File: config.mk
export PLATFORM = sky130hd
export DESIGN_NAME = mod_i2c_arbiter
export DESIGN_NICKNAME = d
export VERILOG_FILES = /design/src/rtl/mod_i2c_arbiter.sv
export SDC_FILE = /design/constraint.sdc
export NUM_CORES = 1
export LEC_CHECK = 0
export ABC_AREA = 1
export CORE_MARGIN = 2
export CORE_UTILIZATION = 45
export DETAILED_ROUTE_END_ITERATION = 8
export PLACE_DENSITY = 0.8
export RECOVER_POWER = 25
export SLEW_MARGIN = 0
export SYNTH_ARGS = -nofsm -noshare
export SYNTH_HDL_FRONTEND = slang
export SYNTH_SLANG_ARGS = --single-unit
File: constraint.sdc
create_clock -name PCLK -period 2.3 [get_ports PCLK]
set_input_delay 0.23 -clock PCLK [delete_from_list [all_inputs] [get_ports PCLK]]
set_output_delay 0.23 -clock PCLK [all_outputs]
set_load 0.02 [all_outputs]
File: src/rtl/mod_i2c_arbiter.sv
// Round-robin arbiter sharing one I2C master core between NREQ requesters,
// with a watchdog that aborts a transfer the master never finishes.
module mod_i2c_arbiter #(
    parameter int unsigned NREQ    = 4,
    parameter int unsigned TIMEOUT = 20000,
    parameter int unsigned TW      = 15
) (
    input  logic              PCLK,
    input  logic              PRESET,
    input  logic [NREQ-1:0]   req,
    input  logic [7*NREQ-1:0] req_addr,
    input  logic [NREQ-1:0]   req_rw,
    input  logic [8*NREQ-1:0] req_data,
    input  logic [NREQ-1:0]   req_speed,
    output logic [NREQ-1:0]   gnt,
    output logic [NREQ-1:0]   done,
    output logic [7:0]        rdata,
    output logic              nack,
    output logic              err,
    output logic              m_start,
    output logic [6:0]        m_addr,
    output logic              m_rw,
    output logic [7:0]        m_data,
    output logic              m_speed,
    output logic              m_abort,
    input  logic              m_busy,
    input  logic              m_done,
    input  logic [7:0]        m_rdata,
    input  logic              m_nack
);

    localparam int unsigned PW = (NREQ > 1) ? $clog2(NREQ) : 1;

    typedef enum logic [2:0] {StIdle, StIssue, StWait, StResp, StAbort} state_e;

    state_e          r_state;
    logic [PW-1:0]   r_ptr;
    logic [PW-1:0]   r_win;
    logic [TW-1:0]   r_wdt;
    logic [NREQ-1:0] r_gnt;
    logic [NREQ-1:0] r_done;
    logic [7:0]      r_rdata;
    logic            r_nack;
    logic            r_err;
    logic            r_start;
    logic [6:0]      r_addr;
    logic            r_rw;
    logic [7:0]      r_data;
    logic            r_speed;
    logic            r_abort;

    logic            w_found;
    logic [PW-1:0]   w_win;
    logic [PW:0]     w_idx;
    logic [NREQ-1:0] w_onehot;
    logic [6:0]      w_addr;
    logic            w_rw;
    logic [7:0]      w_data;
    logic            w_speed;
    logic [PW-1:0]   w_ptr_nxt;
    logic            w_wdt_exp;

    // First requesting index at or above r_ptr, wrapping past NREQ-1.
    always_comb begin
        w_found = 1'b0;
        w_win   = '0;
        w_idx   = '0;
        for (int i = 0; i < NREQ; i++) begin
            w_idx = {1'b0, r_ptr} + (PW + 1)'(i);
            if (w_idx >= (PW + 1)'(NREQ)) begin
                w_idx = w_idx - (PW + 1)'(NREQ);
            end
            if (!w_found && req[w_idx[PW-1:0]]) begin
                w_found = 1'b1;
                w_win   = w_idx[PW-1:0];
            end
        end
    end

    always_comb begin
        w_onehot = '0;
        w_addr   = '0;
        w_rw     = 1'b0;
        w_data   = '0;
        w_speed  = 1'b0;
        for (int i = 0; i < NREQ; i++) begin
            if (w_win == PW'(i)) begin
                w_onehot[i] = 1'b1;
                w_addr      = req_addr[7*i +: 7];
                w_rw        = req_rw[i];
                w_data      = req_data[8*i +: 8];
                w_speed     = req_speed[i];
            end
        end
    end

    assign w_ptr_nxt = (r_win == PW'(NREQ - 1)) ? '0 : r_win + 1'b1;
    assign w_wdt_exp = (r_wdt == TW'(TIMEOUT - 1));

    always_ff @(posedge PCLK) begin
        if (PRESET) begin
            r_state <= StIdle;
            r_ptr   <= '0;
            r_win   <= '0;
            r_wdt   <= '0;
            r_gnt   <= '0;
            r_done  <= '0;
            r_rdata <= '0;
            r_nack  <= 1'b0;
            r_err   <= 1'b0;
            r_start <= 1'b0;
            r_addr  <= '0;
            r_rw    <= 1'b0;
            r_data  <= '0;
            r_speed <= 1'b0;
            r_abort <= 1'b0;
        end else begin
            unique case (r_state)
                StIdle: begin
                    r_wdt <= '0;
                    if (w_found) begin
                        r_gnt   <= w_onehot;
                        r_win   <= w_win;
                        r_addr  <= w_addr;
                        r_rw    <= w_rw;
                        r_data  <= w_data;
                        r_speed <= w_speed;
                        r_start <= 1'b1;
                        r_state <= StIssue;
                    end
                end
                StIssue, StWait: begin
                    r_wdt <= r_wdt + 1'b1;
                    // Completion beats both the busy handshake and the watchdog.
                    if (m_done) begin
                        r_start <= 1'b0;
                        r_done  <= r_gnt;
                        r_rdata <= m_rdata;
                        r_nack  <= m_nack;
                        r_err   <= 1'b0;
                        r_state <= StResp;
                    end else if (w_wdt_exp) begin
                        r_start <= 1'b0;
                        r_abort <= 1'b1;
                        r_done  <= r_gnt;
                        r_rdata <= '0;
                        r_nack  <= 1'b0;
                        r_err   <= 1'b1;
                        r_state <= StAbort;
                    end else if (r_state == StIssue && m_busy) begin
                        r_start <= 1'b0;
                        r_state <= StWait;
                    end
                end
                StResp, StAbort: begin
                    r_done  <= '0;
                    r_abort <= 1'b0;
                    r_gnt   <= '0;
                    r_ptr   <= w_ptr_nxt;
                    r_wdt   <= '0;
                    r_state <= StIdle;
                end
                default: r_state <= StIdle;
            endcase
        end
    end

    assign gnt     = r_gnt;
    assign done    = r_done;
    assign rdata   = r_rdata;
    assign nack    = r_nack;
    assign err     = r_err;
    assign m_start = r_start;
    assign m_addr  = r_addr;
    assign m_rw    = r_rw;
    assign m_data  = r_data;
    assign m_speed = r_speed;
    assign m_abort = r_abort;

endmodule

# == Word-level counts from Yosys, hierarchy flattened ==
# Cells that the tools add are included.
# classes
add_sub_neg,9
n_lt_le_gt_ge,8
eq_ne,14
muxes,65
n_reduce_logical,24
# op_table
op,count
$mux W8,6
$pmux W15 S2,1
$mux W1,29
$mux W7,4
$mux W2,9
$pmux W4 S2,2
$add A15 B1 Y15 const B,1
$eq A15 B15 Y1 const B,1
$lt A2 B3 Y1 const B,4
$mux W3,4
$mux W4,3
$reduce_and A2 Y1,5
$reduce_bool A2 Y1,5
$ge A3 B3 Y1 const B,3
$bmux W1 S2,4
$sub A2 B1 Y2 const B,4
$add A2 B2 Y3 const B,2
$eq A2 B2 Y1 const B,3
$eq A3 B2 Y1 const B,2
$ne A2 B2 Y1 const B,3
$pmux W3 S2,1
$reduce_and A3 Y1,2
$logic_and A1 B1 Y1,4
$ne A4 B4 Y1 const B,1
13 further kinds,17
# totals
reg_bits,59
in_bits,85
elab_cells,135

# == Longest topological paths before layout ==
# Gate-level depths: netlist of run 1.
# logic_depth
word_depth,19
depth_mapped,16

# == Least setup slack after synthesis of run 1 ==
# No wires, ideal clock.
# synth_timing
kind,register -> register
from,register r_ptr[0]
to,register r_addr[6] (netlist: m_addr[6])
t_arrival_ns,1.593
setup_slack_ns,0.569
stages_incl_launch_ff,15
path_buffers,1
synth_period_minus_slack_ns,1.731
path_cell_list,dfxtp_1 > inv_2 > nand2_1 > nand2_2 > nand2_1 > nand2_2 > nand4_1 > nand2_1 > nor2_4 > buf_4 > nor2_1 > nor2_1 > nand3_1 > nand2_1 > a21oi_2
# synth_between
elab_chain_cells,19
word_cells_on_any_way,46
classes_between,add/sub: 7; order compare: 4; eq/ne: 3; mux: 24; reduce/logical: 8
# synth_rtl
element,line,rtl
from (decl),37,logic [PW-1:0] r_ptr;
from (signal assigned),159,r_ptr <= w_ptr_nxt;
"parallel branches: the longest is 19 deep, another holds $add A2 B1 Y3",--,
to (signal assigned),124,r_addr <= w_addr;
to (decl),46,logic [6:0] r_addr;
# Several ways; the timed one is not identified. The select of a mux whose other input is x is not followed.
# A chain may end at the register's enable or synchronous reset.

# == Worst setup path after layout of run 1 ==
# layout_timing
from,register r_ptr[0]
to,register r_data[1] (netlist: m_data[1])
# layout_between
elab_chain_cells,19
word_cells_on_any_way,46
classes_between,add/sub: 7; order compare: 4; eq/ne: 3; mux: 24; reduce/logical: 8
# layout_rtl
element,line,rtl
"parallel branches: the longest is 19 deep, another holds $add A2 B1 Y3",--,
to (signal assigned),126,r_data <= w_data;
to (decl),48,logic [7:0] r_data;
# Several ways; the timed one is not identified. The select of a mux whose other input is x is not followed.

==> impl_metrics.tcl, run 1 <==
set metrics [dict create \
    status "complete, no violations" \
    hpwl_microns 7060 \
    required_ns 2.56 \
    holdPathEnd "r_state[1]" \
    die_x_microns 90.8 \
    hold_violations 0 \
    rows 31 \
    syn-cell-area_sq_um 3390 \
    fin_crit_ns 2.01 \
    design_area_sq_um 4900 \
    yosysMostFrequentCell "nand2_1" \
    yosysWarnings 0 \
    io_buffers 121 \
    worst_pin_slew_ns 0.675 \
    die_height_microns 90.8 \
    hold_depth 2 \
    ctsLongestPathBuffers 2 \
    overflow 0 \
    crit_path_start "r_ptr[0]" \
    yosysTopAreaCellShare_pct 34.8 \
    cap_violations 0 \
    max_freq_ghz 0.498 \
    finalSetupTns_ns 0 \
    die_area_sq_um 8250 \
    synth_cell_type_count 41 \
    track_usage_pct 23.2 \
    wl_microns 9130 \
    synth_compound_area_share_pct 14.5 \
    slowest_stage "dfxtp_2" \
    cts_max_level 3 \
    async_flop_share_pct 0 \
    grt_pass1_wl_microns 15900 \
    ys.flop_type "dfxtp_1" \
    first_pass_iters 6 \
    route.detailed.drc 0 \
    worst_slack_ns 0.293 \
    synth_adder_area_share_pct 0.738 \
    ant_nets 0 \
    placedInstanceArea_sq_um 4700 \
    reg2reg_from "r_ptr[0]" \
    synthMuxAreaShare_pct 0 \
    finalSetupViolCount 0 \
    ios 122 \
    rr_endpoint "m_data[1]" \
    worst-setup-path-type "flip-flop to flip-flop" \
    grt_pass1_vias 3649 \
    min_from "PRESET" \
    synthXorXnorAreaFrac_pct 0.258 \
    drt_iter0_drc 205 \
    synth_edf_count 0 \
    postSynthAreaPerCell_sq_um 6.33 \
    initial_core_util_pct 46.5 \
    antenna-diode-count 0 \
    ys_seq_elements 59 \
    cts.clk_slew.worst_paths_ns 0.07 \
    crit_arrival_ns 2.27 \
    hp-class "input pin to flip-flop" \
    crit_chain "buf_4 > nand2_2 > nand3_1 > nand2_2 > nor2_2 > nand3_1 > nand2_2 > nand2_4 > nor2_8 > nand2_1 > nand3_1 > nand2_1 > a21oi_2" \
    place_congestion 0.891 \
    cts.sinks 59 \
    synth_fp_nets 623 \
    pre_cts_ws_ns 0.102 \
    ir_drop_mv 0.500 \
    synth_top_family_by_area "simple AND/OR/NAND/NOR gates" \
    endpoint_kind "flip-flop" \
    relSlewSlack_pct 54.9 \
    rsz0062_at_grt "false" \
    ys_seq_area_share_pct 34.8 \
    grt_max_degree 31 \
    leakagePower_nw 2.20 \
    cts_made_buffers 9 \
    startpoint_type "flip-flop" \
    vias 3728 \
    rrSetupSlack_ns 0.29 \
    tritoncts "done" \
    wl_per_cell_microns 11.9 \
    drive_gt1_share_pct 9.02 \
    worstSkewPairLatency_ns 0.33 \
    syn_to_final_growth_pct 44.4 \
    synth.top_cells.by_count "nand2_1 (174), inv_1 (69), dfxtp_1 (59), nor2_1 (59), nand3_1 (41)" \
    slew_viol_final 0 \
    worstPathMaxFanout 18 \
    timing.final.crit_share_pct 87.2 \
    reg2reg_depth 13 \
    crit_path_max_incr_delay_ns 0.42 \
    powerDensity_nw_per_um2 1150 \
    viasPerCell 4.88 \
    syn-instance-count 536 \
    antenna_found_initial 0 \
    skew_ns 0.0123 \
    synth.area.top_cells "dfxtp_1 (35%), nand2_1 (19%), inv_1 (7.6%)" \
    nets 747 \
    synth_largest_area_cell "dfxtp_1" \
    coreArea_sq_um 7290 \
    synth_simple_gate_area_share_pct 37.9 \
    root_buffer "clkbuf_8" \
]
-- worst max-delay path: cells and delay by family (launching register included) --
kind,cells,cell delay (ns)
buffers and inverters,1,0.17
and+or+nand+nor,11,1.22
AOI/OAI and AO/OA,1,0.10
DFF,1,0.42
-- cell type report --
class / count / area [sq um]
clock buffer: 11 / 141
clock inverter: 5 / 52.6
fill: 666 / 2390
inverter: 72 / 270
multi-input combinational: 386 / 1810
sequential: 59 / 1180
tap: 99 / 124
timing repair buffer: 132 / 1310
-- what timing repair did --
| item | CTS | global route |
|---|---|---|
| hold buffers | 0 | 0 |
| setup buffers | 0 | 0 |
| gates resized for setup | 0 | 2 |
| hold endpoints to repair | 0 | 0 |
| setup endpoints to repair | 0 | 15 |
-- metal layers --
metal / track usage [%] / share of wire [%] / vias up
li1: - / - / 1944
met1: 26.7 / 43 / 1646
met2: 41.5 / 48 / 123
met3: 6.09 / 7.2 / 15
met4: 7.58 / 1.4 / 0
met5: 0 / 0 / -
-- where the power goes --
group	total [mW]	switching [mW]	internal, mW	leakage, nW
logic	3.23	1.93	1.30	1.62
registers	1.48	0.174	1.31	0.483
clock network	0.920	0.396	0.524	0.0991
total	5.63	2.50	3.13	2.20
-- worst max path at each step --
stage	slack (ns)	end
2_1_floorplan	0.57	m_addr[6]
3_3_place_gp	0.18	m_speed
3_5_place_dp	0.10	m_data[4]
4_1_cts	0.20	m_data[0]
5_1_grt	0.05	r_wdt[10]
6_report	0.29	m_data[1]
-- through the flow --
stage	hold slack [ns]	utilization [%]	total power [mW]	instances
after floorplan	0.379	-	3.68	536
after global placement	0.450	64.5	4.71	748
after detailed placement	0.455	64.5	4.77	748
after CTS	0.320	67.1	5.70	764
after global routing	0.342	67.2	6.13	764
final	0.322	67.2	5.63	764
-- cells by family after synthesis --
| logic type | count (synthesis) |
|---|---|
| simple gates | 302 |
| buf+inv | 91 |
| compound gates | 81 |
| flops | 59 |
| fa+ha+maj | 2 |
| xor+xnor | 1 |
-- layout by cell type (no fill, tap or decap), drive strengths merged, types with 2 or more instances in the layout --
cell           count
nand3             43
clkdlybuf4s50    100
or2                2
clkinv             3
inv               72
dfxtp             59
o21ai             27
nand4              4
buf               12
dlygate4sd3       20
clkbuf            11
nor2              64
nor3               6
a221oi             2
a21oi             41
nand2            181
ha                 2
o21a               2
-- state kept, by name, indices dropped and copies added, names as in the netlist, 2 cells and up --
signal	flops
r_wdt	15
m_data	8
rdata	8
m_addr	7
done	4
gnt	4
r_state	3
r_ptr	2
r_win	2
No activity file was read; power rests on OpenSTA's default activity.
==> inputs of run 2 (changes only) <==
--- a/config.mk
+++ b/config.mk
@@ -6,7 +6,6 @@
 export NUM_CORES = 1
 export LEC_CHECK = 0
 export ABC_AREA = 1
-export CORE_MARGIN = 2
 export CORE_UTILIZATION = 45
 export DETAILED_ROUTE_END_ITERATION = 8
 export PLACE_DENSITY = 0.8
==> run 2 against run 1 <==
Net effect: first-iteration DRC count is 15% lower; critical path type unchanged; utilization rose by 0.82 points; sequential share of layout area shrank 0.19 points; sequential power barely moved; global-route usage rose by 1.6 points.
==> impl_metrics.tcl, run 2 (same netlist as run 1, synthesis figures left out) <==
set metrics [dict create \
    p_comb_share_pct 57.9 \
    overflow 0 \
    die_area_sq_um 7890 \
    route.detailed.drc 0 \
    post_cts_resized 0 \
    pre_cts_ws_ns 0.0882 \
    p_int_mw 3.18 \
    cp_common_cell "nand2_1" \
    ant_nets 0 \
    grt_max_degree 31 \
    wl_microns 9170 \
    first_pass_iters 4 \
    rsz0062_at_grt "false" \
    slew_viol_final 0 \
    place_congestion 0.857 \
    vias 3729 \
    timing.final.crit_share_pct 91.8 \
    fillers 638 \
    finalSetupTns_ns 0 \
    endpoint_kind "flip-flop" \
    min_from "PRESET" \
    switching_share_pct 44.3 \
    reg2reg_from "r_ptr[0]" \
    final_cell_mix "nand2_1 (174), clkdlybuf4s50_1 (103), inv_1 (69)" \
    cts.sinks 59 \
    wl_per_cell_microns 12.0 \
    crit_path_max_incr_delay_ns 0.45 \
    ir_drop_mv 0.650 \
    coreArea_sq_um 7250 \
    rows 31 \
    crit_path_start "r_ptr[0]" \
    initial_core_util_pct 46.8 \
    top_register "r_wdt" \
    grt_pass1_wl_microns 15100 \
    grt_pass1_vias 3522 \
    path_buf_inv 2 \
    cap_violations 0 \
    fin_crit_ns 2.11 \
    finalCoreUtilization_pct 68.0 \
    cts_hold_buffers 0 \
    worst-setup-path-type "flip-flop to flip-flop" \
    antenna_found_initial 0 \
    root_buffer "clkbuf_8" \
    io_buffers 121 \
    viasPerCell 4.87 \
    critPathTopFamily "simple AND/OR/NAND/NOR gates" \
    seq_power_share_pct 26.1 \
    antenna-diode-count 0 \
    cts_made_buffers 9 \
    drt_iter0_drc 175 \
    finalSetupViolCount 0 \
    worstPathMaxFanout 15 \
    skew_ns 0.0102 \
    slowest_stage "dfxtp_1" \
    nets 749 \
    die_x_microns 88.8 \
    worst_slack_ns 0.189 \
    cts.clk_slew.worst_paths_ns 0.07 \
    ios 122 \
    powerDensity_nw_per_um2 1160 \
    syn_to_final_growth_pct 45.4 \
    p_switching_mw 2.53 \
    worst_pin_slew_ns 0.681 \
    finalPower_mw 5.71 \
    largest_reg_flops 15 \
    cts_max_level 3 \
    track_usage_pct 24.8 \
    die_height_microns 88.8 \
    hold_violations 0 \
    hpwl_microns 7110 \
    hold_ws_ns 0.297 \
    worstSkewPairLatency_ns 0.34 \
    hp-class "input pin to flip-flop" \
    startpoint_type "flip-flop" \
    ctsLongestPathBuffers 2 \
    tritoncts "done" \
    status "complete, no violations" \
    relSlewSlack_pct 54.4 \
    drive_gt1_share_pct 8.85 \
    p_clk_share_pct 16.0 \
    leakagePower_nw 2.21 \
    required_ns 2.58 \
    crit_chain "buf_4 > nand2_1 > nand2_1 > nand2_1 > o21ai_2 > nand3_1 > nand2_2 > nand2_4 > nor2_8 > buf_4 > nand2_1 > nand3_1 > nor2_1 > nor2_1" \
    max_freq_ghz 0.474 \
    final_common_cell "nand2_1" \
    crit_arrival_ns 2.39 \
]
==> run 2: worst paths after layout <==
kind         depth (start not counted)  slack [ns]         end
min reg2reg                          2        0.46        nack
max reg2reg                         14        0.19   m_addr[5]
max                                 14        0.19   m_addr[5]
min                                  2        0.30  r_state[1]
==> run 2: layout make-up <==
cell class / count / area [sq um] / area share (%)
clock inverters: 3 / 20.0 / 0.406
clock buffers: 13 / 179 / 3.63
multi-input cells: 386 / 1810 / 36.7
well taps: 99 / 124 / 2.51
inverters: 72 / 270 / 5.48
flip-flops and latches: 59 / 1180 / 23.9
repair buffers: 134 / 1350 / 27.3
==> run 2: metal layers <==
| layer | up-vias | GRT usage, % | part of all wire [%] |
|---|---|---|---|
| met2 | 114 | 44.1 | 50 |
| met5 | - | 0 | 0 |
| li1 | 1946 | - | - |
| met1 | 1656 | 27.5 | 42 |
| met4 | 0 | 9.53 | 1.5 |
| met3 | 13 | 8.02 | 6.6 |
==> run 2: power groups by stage <==
stage | registers, mW | clock network, mW | logic [mW]
finish | 1.49 | 0.911 | 3.31
CTS | 1.49 | 0.926 | 3.29
global route | 1.52 | 0.972 | 3.67
global placement | 1.50 | 0 | 3.21
detailed placement | 1.51 | 0 | 3.27
floorplan | 1.74 | 0 | 1.94
==> run 2: stage by stage <==
stage                     cell area (sq um)  cells
final                                  4930    766
after global routing                   4930    766
after CTS                              4910    764
after detailed placement               4710    748
after global placement                 4710    748
after floorplan                        3390    536
==> run 2: worst register-to-register path, stage by stage, from the launching register on <==
cell	delay [ns]
dfxtp_1	0.45
buf_4	0.19
nand2_1	0.05
nand2_1	0.09
nand2_1	0.13
o21ai_2	0.13
nand3_1	0.14
nand2_2	0.10
nand2_4	0.10
nor2_8	0.25
buf_4	0.18
nand2_1	0.05
nand3_1	0.07
nor2_1	0.04
nor2_1	0.08
==> run 2: timing repair <==
item	4_1_cts	5_1_grt
setup buffers	0	2
hold endpoints to repair	0	0
setup endpoints to repair	0	1
==> inputs of run 3 (changes only) <==
--- a/config.mk
+++ b/config.mk
@@ -14,3 +14,4 @@
 export SYNTH_ARGS = -nofsm -noshare
 export SYNTH_HDL_FRONTEND = slang
 export SYNTH_SLANG_ARGS = --single-unit
+export TNS_END_PERCENT = 5
==> results of run 3 <==
The final DEF is identical to that of run 2; final timing and power are the same.
